--- src/rtl/snitch_icache_refill_writer.sv ---
// Refill-to-lookup write buffer for the L1 instruction cache.
// Queues completed line refills, picks a victim way, drains on flush.
module snitch_icache_refill_writer #(
  parameter int unsigned FETCH_AW    = 32,
  parameter int unsigned LINE_WIDTH  = 128,
  parameter int unsigned LINE_ALIGN  = 4,
  parameter int unsigned COUNT_ALIGN = 5,
  parameter int unsigned SET_COUNT   = 4,
  parameter int unsigned DEPTH       = 2,
  localparam int unsigned SET_ALIGN  =
    (SET_COUNT > 1) ? $clog2(SET_COUNT) : 1,
  localparam int unsigned TAG_WIDTH  =
    FETCH_AW - LINE_ALIGN - COUNT_ALIGN
) (
  input  logic                   clk_i,
  input  logic                   rst_ni,
  input  logic                   flush_valid_i,
  output logic                   flush_ready_o,
  input  logic [FETCH_AW-1:0]    refill_addr_i,
  input  logic [LINE_WIDTH-1:0]  refill_data_i,
  input  logic                   refill_error_i,
  input  logic                   refill_valid_i,
  output logic                   refill_ready_o,
  output logic [COUNT_ALIGN-1:0] write_addr_o,
  output logic [SET_ALIGN-1:0]   write_set_o,
  output logic [LINE_WIDTH-1:0]  write_data_o,
  output logic [TAG_WIDTH-1:0]   write_tag_o,
  output logic                   write_error_o,
  output logic                   write_valid_o,
  input  logic                   write_ready_i,
  output logic                   busy_o
);

  localparam int unsigned PW = (DEPTH > 1) ? $clog2(DEPTH) : 1;
  localparam int unsigned CW = $clog2(DEPTH + 1);

  typedef struct packed {
    logic [COUNT_ALIGN-1:0] idx;
    logic [TAG_WIDTH-1:0]   tag;
    logic [LINE_WIDTH-1:0]  data;
    logic                   err;
  } entry_t;

  typedef enum logic {
    IDLE,
    DRAIN
  } state_e;

  state_e         r_state;
  state_e         w_state_nxt;
  entry_t         r_mem [DEPTH];
  entry_t         w_head;
  logic [PW-1:0]  r_wptr;
  logic [PW-1:0]  r_rptr;
  logic [CW-1:0]  r_cnt;
  logic [SET_ALIGN-1:0] r_victim;
  logic           w_empty;
  logic           w_full;
  logic           w_push;
  logic           w_pop;
  logic           w_flush_ack;
  logic           w_unused_offset;

  assign w_unused_offset = ^refill_addr_i[LINE_ALIGN-1:0];

  assign w_empty = (r_cnt == '0);
  assign w_full  = (r_cnt == CW'(DEPTH));
  assign w_push  = refill_valid_i && refill_ready_o;
  assign w_pop   = write_valid_o && write_ready_i;
  assign w_head  = r_mem[r_rptr];

  assign refill_ready_o =
    !w_full && (r_state == IDLE) && !flush_valid_i;
  assign write_valid_o = !w_empty;
  assign write_addr_o  = w_head.idx;
  assign write_tag_o   = w_head.tag;
  assign write_data_o  = w_head.data;
  assign write_error_o = w_head.err;
  assign write_set_o   = r_victim;
  assign flush_ready_o = w_flush_ack;
  assign busy_o        = !w_empty || (r_state == DRAIN);

  function automatic logic [PW-1:0] f_inc(logic [PW-1:0] p);
    return (p == PW'(DEPTH - 1)) ? '0 : p + 1'b1;
  endfunction

  always_comb begin
    w_state_nxt = r_state;
    w_flush_ack = 1'b0;
    unique case (r_state)
      IDLE: begin
        if (flush_valid_i) begin
          if (w_empty) w_flush_ack = 1'b1;
          else         w_state_nxt = DRAIN;
        end
      end
      DRAIN: begin
        if (w_empty) begin
          w_flush_ack = 1'b1;
          w_state_nxt = IDLE;
        end
      end
      default: w_state_nxt = IDLE;
    endcase
  end

  always_ff @(posedge clk_i or negedge rst_ni) begin
    if (!rst_ni) begin
      r_state <= IDLE;
    end else begin
      r_state <= w_state_nxt;
    end
  end

  always_ff @(posedge clk_i or negedge rst_ni) begin
    if (!rst_ni) begin
      for (int i = 0; i < int'(DEPTH); i++) r_mem[i] <= '0;
      r_wptr <= '0;
      r_rptr <= '0;
      r_cnt  <= '0;
    end else begin
      if (w_push) begin
        r_mem[r_wptr] <= '{
          idx:  refill_addr_i[LINE_ALIGN +: COUNT_ALIGN],
          tag:  refill_addr_i[FETCH_AW-1 -: TAG_WIDTH],
          data: refill_data_i,
          err:  refill_error_i
        };
        r_wptr <= f_inc(r_wptr);
      end
      if (w_pop) r_rptr <= f_inc(r_rptr);
      r_cnt <= r_cnt + CW'(w_push) - CW'(w_pop);
    end
  end

  // Way counter restarts at 0 whenever a flush is acknowledged
  always_ff @(posedge clk_i or negedge rst_ni) begin
    if (!rst_ni) begin
      r_victim <= '0;
    end else if (w_flush_ack) begin
      r_victim <= '0;
    end else if (w_pop) begin
      if (r_victim == SET_ALIGN'(SET_COUNT - 1)) r_victim <= '0;
      else r_victim <= r_victim + 1'b1;
    end
  end

  a_stable: assert property (
    @(posedge clk_i) disable iff (!rst_ni)
    write_valid_o && !write_ready_i |=>
      $stable({write_addr_o, write_set_o, write_data_o,
               write_tag_o, write_error_o}));

  a_no_push_full: assert property (
    @(posedge clk_i) disable iff (!rst_ni)
    !(w_push && w_full));

  a_set_range: assert property (
    @(posedge clk_i) disable iff (!rst_ni)
    32'(write_set_o) < SET_COUNT);

  a_flush_hold: assert property (
    @(posedge clk_i) disable iff (!rst_ni)
    (r_state == DRAIN) |-> flush_valid_i);

endmodule
--- config.mk ---
export PLATFORM = sky130hd
export DESIGN_NAME = snitch_icache_refill_writer
export DESIGN_NICKNAME = d
export VERILOG_FILES = /design/src/rtl/snitch_icache_refill_writer.sv
export SDC_FILE = /design/constraint.sdc
export NUM_CORES = 1
export LEC_CHECK = 0
export BUFFER_PORTS_ARGS = -buffer_cell sky130_fd_sc_hd__buf_4
export CAP_MARGIN = 20
export CORE_UTILIZATION = 30
export CTS_CLUSTER_DIAMETER = 50
export CTS_CLUSTER_SIZE = 20
export DETAILED_ROUTE_END_ITERATION = 8
export GPL_TIMING_DRIVEN = 1
export PLACE_DENSITY = 0.49
export SKIP_LAST_GASP = 1
export SLEW_MARGIN = 20
export SYNTH_ARGS = -nofsm -noshare
export SYNTH_HDL_FRONTEND = slang
export SYNTH_SLANG_ARGS = --single-unit
export TNS_END_PERCENT = 100
--- constraint.sdc ---
create_clock -name clk_i -period 2.7 [get_ports clk_i]
set_input_delay 0.135 -clock clk_i [delete_from_list [all_inputs] [get_ports clk_i]]
set_output_delay 0.135 -clock clk_i [all_outputs]
set_load 0.02 [all_outputs]
==> flow_summary.yaml, run 1 <==
synthesis:
  synth_cell_types: 24
  yosysWarnings: 0
  synth_top_area_share_pct: 55.9
  synthFlopType: "dfrtp_1"
  syn_nets: 1039
  yosysMostFrequentCell: "mux2_2"
  yosysTopAreaCell: "dfrtp_1"
  async_flop_share_pct: 100
  ys_ff_latch: 321
  synthTopCellsByArea: "dfrtp_1 56%, mux2_2 27%, mux2_4 14%, buf_6 1.3%, buf_2 1.0%"
  synth_area_per_cell_sq_um: 16.5
  synth_seq_area_share_pct: 55.9
  netlist_top_cells_count: "341 x mux2_2, 321 x dfrtp_1, 130 x mux2_4"
  synth_edf_count: 0
  synthCells: 870
  netlist_area_sq_um: 14400
critical_path:
  r2r-end: "r_mem[156]"
  reg2reg_from: "r_state"
  cp_num_buf_inv: 2
  rrSetupSlack_ns: 0.80
  rr_worst_depth: 4
  path_common_cell: "buf_4"
  path_class: "reg -> out"
  path_cells: "buf_4 -> mux2_2 -> buf_4"
  crit_family: "buffers and inverters"
  crit_start: "r_rptr"
  cp-start-kind: "register"
  critPathSlowestCell: "dfrtp_4"
  worstPathRequired_ns: 2.57
  worstPathMaxFanout: 30
  slowest_delay_ns: 0.45
  arrival_ns: 2.01
  cp-end-kind: "primary output"
pwr:
  power_uw: 27000
  power.leakage_uw: 0.00959
  irDropWorstVdd_mv: 0.623
  power_density_nw_per_um2: 1300
sta:
  clock_skew_ns: 0.0137
  finalSetupTns_ns: 0
  rsz0062_at_grt: "no"
  worst_pin_slew_ns: 0.572
  fmax_mhz: 466
  slew_headroom_pct: 61.8
  setup_viol: 0
  hold_violations: 0
  fin_ws_ns: 0.554
  min_period_ns: 2.15
  finalCritPeriodShare_pct: 79.5
  drv_slew: 0
clock_network:
  clock_latency_ns: 0.56
  cts.root.buffer_cell: "clkbuf_16"
  post_cts_resized: 0
  numClockSinks: 321
  cts_tree: "built"
  cts_max_level: 2
  cts_made_buffers: 48
  cts.clk_slew.worst_paths_ns: 0.05
  clockBufferDepth: 3
  postCtsSetupBuffers: 0
floorplan:
  ios: 329
  rows: 79
  die_w_um: 221
  start_util_pct: 30.6
  dieArea_sq_um: 48800
  chipHeight_um: 221
  core_sq_um: 47000
layout:
  nets: 1541
  fin_cells: 2018
  drive_gt1_share_pct: 64.1
  areaGrowthSynthToFinish_pct: 44.7
  nFillCells: 4309
  utilization_pct: 44.3
route:
  vias: 8974
  via_per_inst: 4.45
  drt_pass1_iterations: 9
  drt_iter0_markers: 299
  drc_errors: 17
  ant_nets: 0
  routedWlPerCell_um: 17.6
  drt_wl_total_mm: 35.5
placed_design:
  dp_cells: 1768
  routabilityCongestion: 0.733
  preCtsSetupSlack_ns: 0.786
  portBuffers: 324
  dp_hpwl_mm: 22.3
status:
  status: "finished with violations"
  violations: "DRC"
global_routing:
  antenna_found_initial: 1
  grtUsageTotal_pct: 14.6
  grt_pass1_wl_mm: 57.0
  grt_pass1_vias: 10100
  overflow: 0
  grt_max_degree: 72
flow_run:
  max_cap_viol_count: 0
hold_path:
  hold_class: "in -> async"
cell usage in the layout (no fill, tap or decap), drive strengths merged, types with 2 or more instances in the layout:
cell	instances
nor2	5
buf	344
ha	3
mux2	471
clkinvlp	4
bufinv	6
xnor2	3
dfrtp	321
clkbuf	58
a22o	2
dlygate4sd3	161
clkinv	14
inv	8
report_power, final:
part | switching, uW | leakage, uW | internal, uW
Combinational | 5510 | 0.00487 | 6760
Clock | 2380 | 0.000813 | 4060
Sequential | 1150 | 0.00391 | 7200
Total | 9030 | 0.00959 | 18000
per-layer routing:
| metal | share of wire, % | GRT usage (%) | up-vias | routed length (um) |
|---|---|---|---|---|
| li1 | - | - | 4148 | - |
| met1 | 44 | 18.9 | 4554 | 15700 |
| met2 | 47 | 23.3 | 221 | 16500 |
| met3 | 7.1 | 4.46 | 51 | 2530 |
| met4 | 2.2 | 4.71 | 0 | 782 |
| met5 | 0 | 0 | - | 0 |
registers in the layout, summed over array words and instances (netlist names):
signal       cells
write_set_o      2
r_cnt            2
r_wptr           1
r_state          1
r_mem          314
r_rptr           1
metrics by stage:
stage	hold WS [ns]	cell area, sq um
after detailed placement	0.130	17500
final	0.116	20800
after global routing	0.133	20800
after global placement	0.137	17500
after CTS	0.110	20800
after floorplan	-0.161	14400
worst max path at each step:
stage | endpoint | slack [ns] | cells after the start
after floorplan | r_mem[100] | 1.10 | 6
after CTS | write_data_o[115] | 0.48 | 3
final | write_data_o[115] | 0.55 | 3
after global placement | r_mem[14] | 0.79 | 4
after detailed placement | r_mem[156] | 0.79 | 4
after global routing | write_data_o[125] | 0.45 | 3
repair_timing:
action                                 CTS  global route
endpoints found under the hold margin  489             0
hold buffers                           161             0
setup endpoints to repair                0             0
logic make-up after synthesis:
| family | synth area share [%] |
|---|---|
| compound gates | 0.209 |
| xor+xnor | 0.244 |
| fa+ha+maj | 0.261 |
| buf+inv | 2.60 |
| flops | 55.9 |
| mux | 40.3 |
| simple gates | 0.514 |
area by class of cell:
class,instances,area (sq um),share of cell area [%]
sequential,321,8040,38.6
multi-input combinational,494,5970,28.7
timing repair buffer,505,4360,21.0
clock buffer,58,1310,6.30
tap,607,759,3.65
clock inverter,30,355,1.71
inverter,2,7.51,0.0361
antenna,1,2.50,0.0120
Note: power is estimated with default switching activity, not from simulation.
==> inputs of run 2 (changes only) <==
--- a/config.mk
+++ b/config.mk
@@ -12,7 +12,7 @@
 export CTS_CLUSTER_SIZE = 20
 export DETAILED_ROUTE_END_ITERATION = 8
 export GPL_TIMING_DRIVEN = 1
-export PLACE_DENSITY = 0.49
+export PLACE_DENSITY = 0.51
 export SKIP_LAST_GASP = 1
 export SLEW_MARGIN = 20
 export SYNTH_ARGS = -nofsm -noshare
==> constraint.sdc (replaced) <==
create_clock -name clk_i -period 1.8 [get_ports clk_i]
set_input_delay 0.09 -clock clk_i [delete_from_list [all_inputs] [get_ports clk_i]]
set_output_delay 0.09 -clock clk_i [all_outputs]
set_load 0.02 [all_outputs]
==> flow_summary.yaml, run 2 (same netlist as run 1, synthesis figures left out) <==
global_routing:
  grt_max_degree: 64
  overflow: 0
  antenna_found_initial: 0
  grt_pass1_wl_mm: 59.8
  grtUsageTotal_pct: 15.4
  grt_pass1_vias: 10400
critical_path:
  cp-end-kind: "primary output"
  slowest_delay_ns: 0.47
  cp_num_buf_inv: 3
  path_class: "reg -> out"
  worstPathRequired_ns: 1.71
  critPathSlowestCell: "dfrtp_4"
  arrival_ns: 1.93
  cp-start-kind: "register"
  worstPathMaxFanout: 22
  crit_family: "buffers and inverters"
  path_cells: "buf_12 -> buf_16 -> mux2_2 -> buf_4"
route:
  vias: 9175
  drt_iter0_markers: 303
  routedWlPerCell_um: 17.8
  drt_pass1_iterations: 8
  drt_wl_total_mm: 37.0
  via_per_inst: 4.43
  ant_nets: 0
  drc_errors: 19
sta:
  worst_pin_slew_ns: 0.515
  fin_ws_ns: -0.223
  drv_slew: 0
  finalCritPeriodShare_pct: 112
  hold_violations: 0
  fmax_mhz: 494
  slew_headroom_pct: 65.6
  clock_skew_ns: 0.0152
  min_period_ns: 2.02
  setup_viol: 157
  rsz0062_at_grt: "yes"
layout:
  final_common_cell: "buf_4"
  multi_input_area_sq_um: 5990
  utilization_pct: 45.9
  regArea_sq_um: 8040
  antennaDiodeCount: 0
  top_register: "r_mem"
  largest_reg_flops: 314
  fin_cells: 2072
  nFillCells: 4219
  nets: 1597
  final_cell_mix: "344 x buf_4, 339 x mux2_2, 320 x dfrtp_1"
  areaGrowthSynthToFinish_pct: 49.9
  drive_gt1_share_pct: 65.6
floorplan:
  die_w_um: 221
  chipHeight_um: 221
  core_sq_um: 47000
  rows: 79
  dieArea_sq_um: 48800
  ios: 329
  start_util_pct: 30.6
clock_network:
  cts_max_level: 2
  cts.root.buffer_cell: "clkbuf_16"
  numClockSinks: 321
  cts_tree: "built"
  cts.clk_slew.worst_paths_ns: 0.06
  clock_latency_ns: 0.56
  clockBufferDepth: 3
  cts_made_buffers: 48
pwr:
  power.leakage_uw: 0.00999
  power_density_nw_per_um2: 1940
  power_uw: 41800
  irDropWorstVdd_mv: 1.21
status:
  status: "finished with violations"
  violations: "DRC, setup timing"
placed_design:
  dp_cells: 1808
  preCtsSetupSlack_ns: 0.0446
  routabilityCongestion: 0.706
  portBuffers: 324
  dp_hpwl_mm: 24.5
flow_run:
  max_cap_viol_count: 0
hold_path:
  hold_class: "in -> async"
-- run 2: cell types whose count changed in the layout (fill, tap and decap cells not counted), sizes merged --
| cell | previous run | this run |
|---|---|---|
| clkinvlp | 4 | 3 |
| clkinv | 14 | 16 |
| inv | 8 | 9 |
| diode | 1 | 0 |
| buf | 344 | 399 |
| bufinv | 6 | 4 |
-- run 2: metrics by stage --
step                      cell area, sq um  setup TNS [ns]  hold slack (ns)
after detailed placement             18000               0           0.0722
final                                21500          -26.53           0.0638
after CTS                            21400          -35.26           0.0612
after global placement               18000               0           0.0722
after global routing                 21500          -37.62           0.0836
after floorplan                      14400               0           -0.206
-- run 2: what timing repair did --
item                                   4_1_cts  5_1_grt
setup buffers                                7        5
pin swaps                                    0        2
setup endpoints to repair                  157      293
hold buffers                               161        0
endpoints found under the hold margin      640        0
gates resized for setup                     29        6
cloned                                       3        1
-- run 2: final timing paths --
check / from / end / slack, ns / cells past startpoint
max in group asynchronous: rst_ni / r_mem[178] / 0.95 / 3
hold / removal: rst_ni / r_mem[281] / 0.06 / 2
min in group clk_i: refill_data_i[114] / r_mem[115] / 0.30 / 3
setup reg to reg: r_state / r_mem[23] / 0.08 / 5
setup / recovery: r_rptr / write_tag_o[12] / -0.22 / 4
hold reg to reg: r_mem[224] / r_mem[224] / 0.50 / 1
-- run 2: cell type report --
cell class                      instances  area share [%]
Multi-Input combinational cell        494            27.8
Inverter                                2          0.0348
Clock inverter                         30            1.38
Sequential cell                       321            37.3
Clock buffer                           57            6.02
Timing Repair Buffer                  561            23.9
Tap cell                              607            3.52
-- run 2: power breakdown --
group	internal [uW]	switching [uW]
combinational	11300	8680
sequential	10800	1730
clock	5750	3540
total	27800	13900
-- run 2: layer usage --
metal / vias up / part of all wire [%] / global-route usage (%)
li1: 4252 / - / -
met3: 63 / 5.8 / 3.78
met4: 0 / 2.7 / 5.62
met1: 4629 / 45 / 20.3
met2: 231 / 47 / 24.3
met5: - / 0 / 0
